File: src/rtl/mem_bus_arbiter.sv
// Round-robin arbiter sharing one core's memory-bus port among fetch/load/store
// requesters; one outstanding transaction, responses routed back by owner.
module mem_bus_arbiter #(
   parameter int unsigned NUM_REQ = 3,
   parameter int unsigned ADDR_W  = 64,
   parameter int unsigned DATA_W  = 64,
   parameter int unsigned ID_W    = 8
) (
   input  logic                      clk,
   input  logic                      reset_n,
   input  logic [NUM_REQ-1:0]        req_valid,
   output logic [NUM_REQ-1:0]        req_ready,
   input  logic [NUM_REQ*ADDR_W-1:0] req_addr,
   input  logic [NUM_REQ*DATA_W-1:0] req_wdata,
   input  logic [NUM_REQ-1:0]        req_is_write,
   input  logic [NUM_REQ*ID_W-1:0]   req_id,
   output logic                      mem_req_valid,
   input  logic                      mem_req_ready,
   output logic [ADDR_W-1:0]         mem_addr,
   output logic [DATA_W-1:0]         mem_wdata,
   output logic                      mem_is_write,
   output logic [ID_W-1:0]           mem_id,
   input  logic                      mem_rsp_valid,
   input  logic [DATA_W-1:0]         mem_rsp_data,
   input  logic [ID_W-1:0]           mem_rsp_id,
   output logic [NUM_REQ-1:0]        rsp_valid,
   output logic [DATA_W-1:0]         rsp_data,
   output logic                      err_id_mismatch,
   output logic [31:0]               wait_cycles
);

   localparam int unsigned PTR_W = (NUM_REQ > 1) ? $clog2(NUM_REQ) : 1;

   typedef enum logic [1:0] {IDLE, ISSUE, WAIT_RSP} state_e;

   state_e              state_q, state_d;
   logic [PTR_W-1:0]    rr_ptr_q, rr_ptr_d;
   logic [PTR_W-1:0]    owner_q, owner_d;
   logic [ADDR_W-1:0]   addr_q, addr_d;
   logic [DATA_W-1:0]   wdata_q, wdata_d;
   logic                is_write_q, is_write_d;
   logic [ID_W-1:0]     id_q, id_d;
   logic [NUM_REQ-1:0]  rsp_valid_q, rsp_valid_d;
   logic [DATA_W-1:0]   rsp_data_q, rsp_data_d;
   logic                err_q, err_d;
   logic [31:0]         wait_q, wait_d;

   logic [ADDR_W-1:0]   addr_arr  [NUM_REQ];
   logic [DATA_W-1:0]   wdata_arr [NUM_REQ];
   logic [ID_W-1:0]     id_arr    [NUM_REQ];

   logic                grant_found;
   logic [PTR_W-1:0]    grant_idx;
   logic [NUM_REQ-1:0]  grant_oh;
   logic                stalled;

   for (genvar g = 0; g < NUM_REQ; g++) begin : g_unpack
      assign addr_arr[g]  = req_addr[g*ADDR_W +: ADDR_W];
      assign wdata_arr[g] = req_wdata[g*DATA_W +: DATA_W];
      assign id_arr[g]    = req_id[g*ID_W +: ID_W];
   end

   // First valid requester scanning upward from rr_ptr, wrapping at NUM_REQ.
   always_comb begin : grant_scan
      logic [PTR_W-1:0] idx;
      grant_found = 1'b0;
      grant_idx   = '0;
      grant_oh    = '0;
      idx         = '0;
      for (int unsigned k = 0; k < NUM_REQ; k++) begin
         idx = PTR_W'((32'(rr_ptr_q) + k) % NUM_REQ);
         if (!grant_found && req_valid[idx]) begin
            grant_found = 1'b1;
            grant_idx   = idx;
         end
      end
      if (grant_found) begin
         grant_oh[grant_idx] = 1'b1;
      end
   end

   // Gated by reset_n so the combinational grant stays quiet while reset is held.
   assign req_ready = (state_q == IDLE && reset_n) ? grant_oh : '0;
   assign stalled   = (|req_valid) & ~(|(req_valid & req_ready));

   always_comb begin : next_state
      state_d       = state_q;
      rr_ptr_d      = rr_ptr_q;
      owner_d       = owner_q;
      addr_d        = addr_q;
      wdata_d       = wdata_q;
      is_write_d    = is_write_q;
      id_d          = id_q;
      rsp_valid_d   = '0;
      rsp_data_d    = rsp_data_q;
      err_d         = err_q;
      wait_d        = (stalled && wait_q != '1) ? wait_q + 32'd1 : wait_q;
      mem_req_valid = 1'b0;

      unique case (state_q)
         IDLE: begin
            if (grant_found) begin
               owner_d    = grant_idx;
               addr_d     = addr_arr[grant_idx];
               wdata_d    = wdata_arr[grant_idx];
               is_write_d = req_is_write[grant_idx];
               id_d       = id_arr[grant_idx];
               state_d    = ISSUE;
            end
         end
         ISSUE: begin
            mem_req_valid = 1'b1;
            if (mem_req_ready) begin
               state_d = WAIT_RSP;
            end
         end
         WAIT_RSP: begin
            if (mem_rsp_valid) begin
               if (mem_rsp_id == id_q) begin
                  rsp_valid_d = NUM_REQ'(1) << owner_q;
                  rsp_data_d  = mem_rsp_data;
                  rr_ptr_d    = (owner_q == PTR_W'(NUM_REQ - 1)) ? '0 : owner_q + 1'b1;
                  state_d     = IDLE;
               end else begin
                  err_d = 1'b1;
               end
            end
         end
         default: state_d = IDLE;
      endcase
   end

   always_ff @(posedge clk or negedge reset_n) begin
      if (!reset_n) begin
         state_q     <= IDLE;
         rr_ptr_q    <= '0;
         owner_q     <= '0;
         addr_q      <= '0;
         wdata_q     <= '0;
         is_write_q  <= 1'b0;
         id_q        <= '0;
         rsp_valid_q <= '0;
         rsp_data_q  <= '0;
         err_q       <= 1'b0;
         wait_q      <= '0;
      end else begin
         state_q     <= state_d;
         rr_ptr_q    <= rr_ptr_d;
         owner_q     <= owner_d;
         addr_q      <= addr_d;
         wdata_q     <= wdata_d;
         is_write_q  <= is_write_d;
         id_q        <= id_d;
         rsp_valid_q <= rsp_valid_d;
         rsp_data_q  <= rsp_data_d;
         err_q       <= err_d;
         wait_q      <= wait_d;
      end
   end

   assign mem_addr        = addr_q;
   assign mem_wdata       = wdata_q;
   assign mem_is_write    = is_write_q;
   assign mem_id          = id_q;
   assign rsp_valid       = rsp_valid_q;
   assign rsp_data        = rsp_data_q;
   assign err_id_mismatch = err_q;
   assign wait_cycles     = wait_q;

endmodule

File: config.mk
export PLATFORM = sky130hd
export DESIGN_NAME = mem_bus_arbiter
export DESIGN_NICKNAME = d
export VERILOG_FILES = /design/src/rtl/mem_bus_arbiter.sv
export SDC_FILE = /design/constraint.sdc
export NUM_CORES = 1
export LEC_CHECK = 0
export CAP_MARGIN = 10
export CORE_AREA = 2 2 281 283
export CTS_CLUSTER_SIZE = 30
export DETAILED_ROUTE_END_ITERATION = 7
export DIE_AREA = 0 0 283 285
export SLEW_MARGIN = 20
export SYNTH_ARGS = -nofsm -noshare
export SYNTH_HDL_FRONTEND = slang
export SYNTH_SLANG_ARGS = --single-unit
File: constraint.sdc
create_clock -name clk -period 3.64 [get_ports clk]
set_input_delay 0.546 -clock clk [delete_from_list [all_inputs] [get_ports clk]]
set_output_delay 0.546 -clock clk [all_outputs]
set_load 0.01 [all_outputs]
---- Word level (Yosys, flattened, before mapping) ----
Index checks and enable logic that the tools add are counted.
storage, ports and cells
  bits in registers ....................... 243
  input port bits ......................... 490
  logic and storage cells ................. 90
cells by class
  $add $sub $neg .......................... 4
  divide/modulo/power cells ............... 3
  magnitude comparators ................... 6
  equal/unequal tests ..................... 9
  shift operators ......................... 1
  mux-type cells .......................... 37
  bitwise gates (word level) .............. 5
  reduce and logical (&&, ||, !) cells .... 14
operator list
  operator                                             count
  binary-select mux 64 bit (select 2 bit)              2
  two-way mux 64 bit                                   4
  modulo 32 x 2 -> 32 bit (second input constant)      2
  adder 32 x 1 -> 32 bit (second input constant)       1
  modulo 2 x 2 -> 32 bit (second input constant)       1
  != test 32 bit (second input constant)               1
  binary-select mux 8 bit (select 2 bit)               1
  two-way mux 2 bit                                    8
  two-way mux 8 bit                                    2
  two-way mux 3 bit                                    5
  < comparator 2 x 3 -> 1 bit (second input constant)  4
  two-way mux 1 bit                                    9
  binary-select mux 1 bit (select 2 bit)               4
  equality test 8 bit                                  1
  != test 2 bit (second input constant)                4
  one-hot mux 2 bit (3 select lines)                   1
  AND reduction 3 bit                                  2
  OR reduction 3 bit                                   2
  logical AND 1 bit                                    5
  equality test 2 bit (second input constant)          2
  AND reduction 4 bit                                  1
  adder 2 x 1 -> 3 bit (second input constant)         1
  adder 2 x 2 -> 3 bit (second input constant)         1
  AND 3 bit                                            1
  other kinds (12)                                     14

---- Depth between registers and ports, before layout ----
Gate-level depths: netlist (run 1).
  depth after elaboration ................. 21
  gate-level depth with buffers ........... 11
  gate-level depth less buffers ........... 8

---- Least setup slack after synthesis (run 1) ----
No wires, ideal clock.
  path kind ............................... register to output
  start point ............................. register rr_ptr_q[0]
  end point ............................... output req_ready[2]
  arrival ................................. 2.330 ns
  required time ........................... 3.094 ns
  path slack .............................. 0.764 ns
  stages on the path, launching flop included .. 11
  buffers on the path ..................... 3
  cells stage by stage .................... dfrtp_1 -> inv_1 -> ha_1 -> buf_2 -> nand2b_1 -> a21boi_1 -> nor2_1 -> o31ai_2 -> buf_2 -> buf_2 -> and2_1
between the ends
  cells in the longest elaborated chain, start to end .. 16
ends and longest elaborated chain
  item                                                                              line  text
  from (decl)                                                                       37    logic [PTR_W-1:0] rr_ptr_q, rr_ptr_d;
  from (signal assigned)                                                            148   rr_ptr_q <= rr_ptr_d;
  parallel branches: the longest is 14 deep, another holds modulo 32 x 2 -> 32 bit  -
  two-way mux 3 bit (*)                                                             77    if (grant_found) begin
  two-way mux 3 bit (*)                                                             83    assign req_ready = (state_q == IDLE && reset_n) ? grant_oh : '0;
  to (decl)                                                                         12    output logic [NUM_REQ-1:0] req_ready,
Mark *: on every way between the ends. The select of a mux whose other input is x is not followed.

---- Worst setup path in the final report (run 1) ----
  start point ............................. register rr_ptr_q[1]
  end point ............................... output req_ready[0]
The elaborated chain is that of the path after synthesis.

==> results by group, run 1 <==
Global routing
  • Vias in the first global route: 12600
  • Gr usage total: 13.8%
  • Initial antenna violation count: 5
  • Global-route wire length before repair: roughly 84000 um
  • Grt ovf: 0
  • Largest net degree at the start of global routing: between 150 and 200

Clock network
  • Clock Latency Late Sink: between 0.5 and 0.6 ns
  • CTS H-tree lvls: 2
  • Clock Root Buffer: clkbuf_16
  • TritonCTS clock tree: yes
  • CTS Buf Count: 34
  • Clock-pin transition on the worst setup and hold timing paths: approximately 0.050 ns
  • Clk sinks: about 240
  • Bufs on Longest Clock Path: 3

Synthesis
  • Simple-Gate Fraction of Synth Area: a little under 10%
  • Mux contribution to synthesized area: approximately 6.8%
  • Top cells by area, synth: dfrtp_1, a221oi_1, o2bb2ai_1, mux2_2, nor2_1
  • Warnings, synthesis: 0
  • Top cell type's share of synthesized area: ~54%
  • Post-synth cell types: 57
  • Post-synthesis adder-cell area fraction: 0.551%
  • Post-synth EDFFs: 0
  • Compound-Gate Fraction of Synth Area: 22.8%
  • Most numerous cell in the Yosys netlist: dfrtp_1
  • Asr flop ratio synth: 100%
  • Syn_nets: between 1000 and 1500
  • Largest family of logic cells by synthesized area: compound AO/OA/AOI/OAI gates
  • Area leader, netlist: dfrtp_1
  • Avg Synthesized Cell Area: about 12 um^2
  • Post-Syn Area: 0.0113 mm^2
  • Sequential area share after synthesis: ~54%
  • Top cells by count, synth: dfrtp_1, nor2_1, a221oi_1, o2bb2ai_1, mux2_2
  • #FFs+latches synth: 243
  • Cells after Synth: a little under 1000
  • XOR/XNOR Fraction of Synth Area: approximately 3%
  • Most used DFF post-synth: dfrtp_1

Power and ir drop
  • Power Density: between 600 and 700 mW/mm^2
  • P_leak: between 8 and 9 nW
  • Worst vdd ir: ~0.40 mV

Placement
  • IO Port Bufs: 730
  • Dpl hpwl: 44800 um
  • Dpl ws: approximately 0.11 ns
  • Dpl cells: 2711
  • Gp weighted congestion: 0.948

Routing
  • Vias: between 10000 and 15000
  • Avg WL per Cell: 21.0 um
  • Final ANT Viol Nets: 0
  • Avg Vias per Cell: 4.24
  • Final WL: 58200 um
  • Iteration-0 DRC Markers: 549
  • DR pass1 iterations: 5
  • Residual DRC: 0

Job
  • Max-capacitance violation count: 0

Timing
  • Max Fclk: 286 MHz
  • Final worst path period share: about 96%
  • Final setup fails: 0
  • Fin. max-slew vios: 0
  • Worst Slack Setup Final: between 0.1 and 0.15 ns
  • Tmin final: around 3.5 ns
  • Worst Tran Pin Value: 1.22 ns
  • Setup Skew: between 0.015 and 0.02 ns
  • Worst rel slew slack: between 10% and 20%
  • Total negative slack: 0 ns
  • Final count of hold timing violations: 0

Floorplan
  • DIE AREA: around 0.081 mm^2
  • Site Rows: ~100
  • Die height: roughly 290 um
  • Io pins: approximately 730
  • CORE AREA: 0.0780 mm^2
  • Initial Util: 14.6%
  • Die W: about 280 um

Run status
  • Status: finished, final reports clean

Finish
  • Fin nets: 2193
  • Area Overhead vs Synth: 86.4%
  • Final core occ: between 20% and 30%
  • Fin cells: about 2800
  • Filler cell count: a little over 8000
  • Ratio of cells with drive above 1 in the final layout: between 10% and 20%
  • Sequential cell area: between 0.006 and 0.007 mm^2
  • Multi-input gate area: 0.00497 mm^2

Worst hold path
  • Worst hold path class: in2async

Critical path
  • Reg-to-Reg Start: rr_ptr_q[1]
  • Worst R2R Setup Slack: approximately 0.47 ns
  • Startpoint Class: register
  • R2R cell count: 11
  • Worst setup path end: req_ready[0]
  • CP Launch Point: rr_ptr_q[1]
  • Crit. End Element: output port
  • Setup CP Type: reg2out
  • R2r endpoint: mem_addr[47]
  • Worst EP required: about 3 ns
  • Crit path DAT: just under 3 ns
  • Worst-path maximum fanout: 4
[critical path, stage by stage (launching register included)]
cell             delay (ns)
dfrtp_2                0.44
inv_1                  0.10
ha_1                   0.22
mux2i_2                0.29
o21ai_1                0.21
nor3_2                 0.30
a21oi_4                0.08
nor3_1                 0.19
clkdlybuf4s50_1        0.58
[repair_timing]
action / CTS / global route
hold buffers: 0 / 0
setup buffers: 0 / 1
gates resized for setup: 4 / 8
pin swaps: 0 / 3
endpoints found under the setup margin: 3 / 3
[how the worst min path moves through the flow]
stage                     cells past startpoint  slack [ns]               to
final                                         2        0.08    mem_wdata[52]
after global routing                          2        0.09    mem_wdata[52]
after CTS                                     2        0.06    mem_wdata[52]
after detailed placement                      1        0.47     rsp_valid[2]
after global placement                        1        0.46     rsp_valid[2]
after floorplan                               0        0.25  err_id_mismatch
[state kept, by name, indices dropped and copies added, names as in the netlist]
signal,flops
rsp_data,64
owner_q,2
mem_id,8
rsp_valid,3
err_id_mismatch,1
wait_cycles,32
mem_is_write,1
state_q,2
mem_addr,64
mem_wdata,64
rr_ptr_q,2
[cells in the final DEF (no fill, tap or decap), types with 10 or more instances in the layout]
master           Yosys  layout
clkbuf_16            0      34
o2bb2ai_1          137     137
clkdlybuf4s50_1      0     729
nand2_1             19      19
buf_4                0      22
a221oi_1           137     137
xnor2_1             20      20
inv_1               10      10
xor2_1              19      19
mux2_2              65      65
nor3_1              14      12
nor2_1             150     149
dfrtp_1            243     242
[layout make-up]
cell class	instances	share of cell area [%]
Timing Repair Buffer	761	36.2
Sequential cell	243	28.7
Multi-Input combinational cell	648	23.5
Tap cell	1050	6.21
Clock buffer	44	4.48
Clock inverter	12	0.651
Inverter	10	0.177
Antenna cell	2	0.0237
[metrics by stage]
step | power (mW) | instance area, um^2 | hold WS, ns
after floorplan | 6.96 | 11300 | 0.250
after global placement | 10.8 | 20000 | 0.465
after detailed placement | 10.9 | 20000 | 0.474
after CTS | 14.4 | 21100 | 0.0598
after global routing | 15.0 | 21200 | 0.0937
final | 14.1 | 21200 | 0.0805
[logic make-up after synthesis]
logic type / count (synthesis)
AND/OR/NAND/NOR: 237
multiplexers: 69
flip-flops: 243
adder cells (fa/ha/maj): 5
AO/OA/AOI/OAI: 298
XOR/XNOR: 39
buffers and inverters: 94
[metal layers]
layer / global-route usage, % / share of wire (%) / vias up
met5: 0 / 0 / -
met2: 24.8 / 51 / 584
li1: - / - / 5216
met3: 3.86 / 7.1 / 90
met1: 15.6 / 38 / 5858
met4: 4.89 / 3.3 / 0
[power by group]
group,internal [mW],switching [mW],leakage [nW]
Clock,1.98,1.30,0.531
Sequential,3.65,0.775,2.96
Combinational,3.20,3.19,4.62
Power figures use the tool's default switching activity.
==> run 2, diff against run 1 <==
- CAP_MARGIN: 10 -> 15
==> results of run 2 <==
Final layout, timing and power as in run 1 (identical DEF).
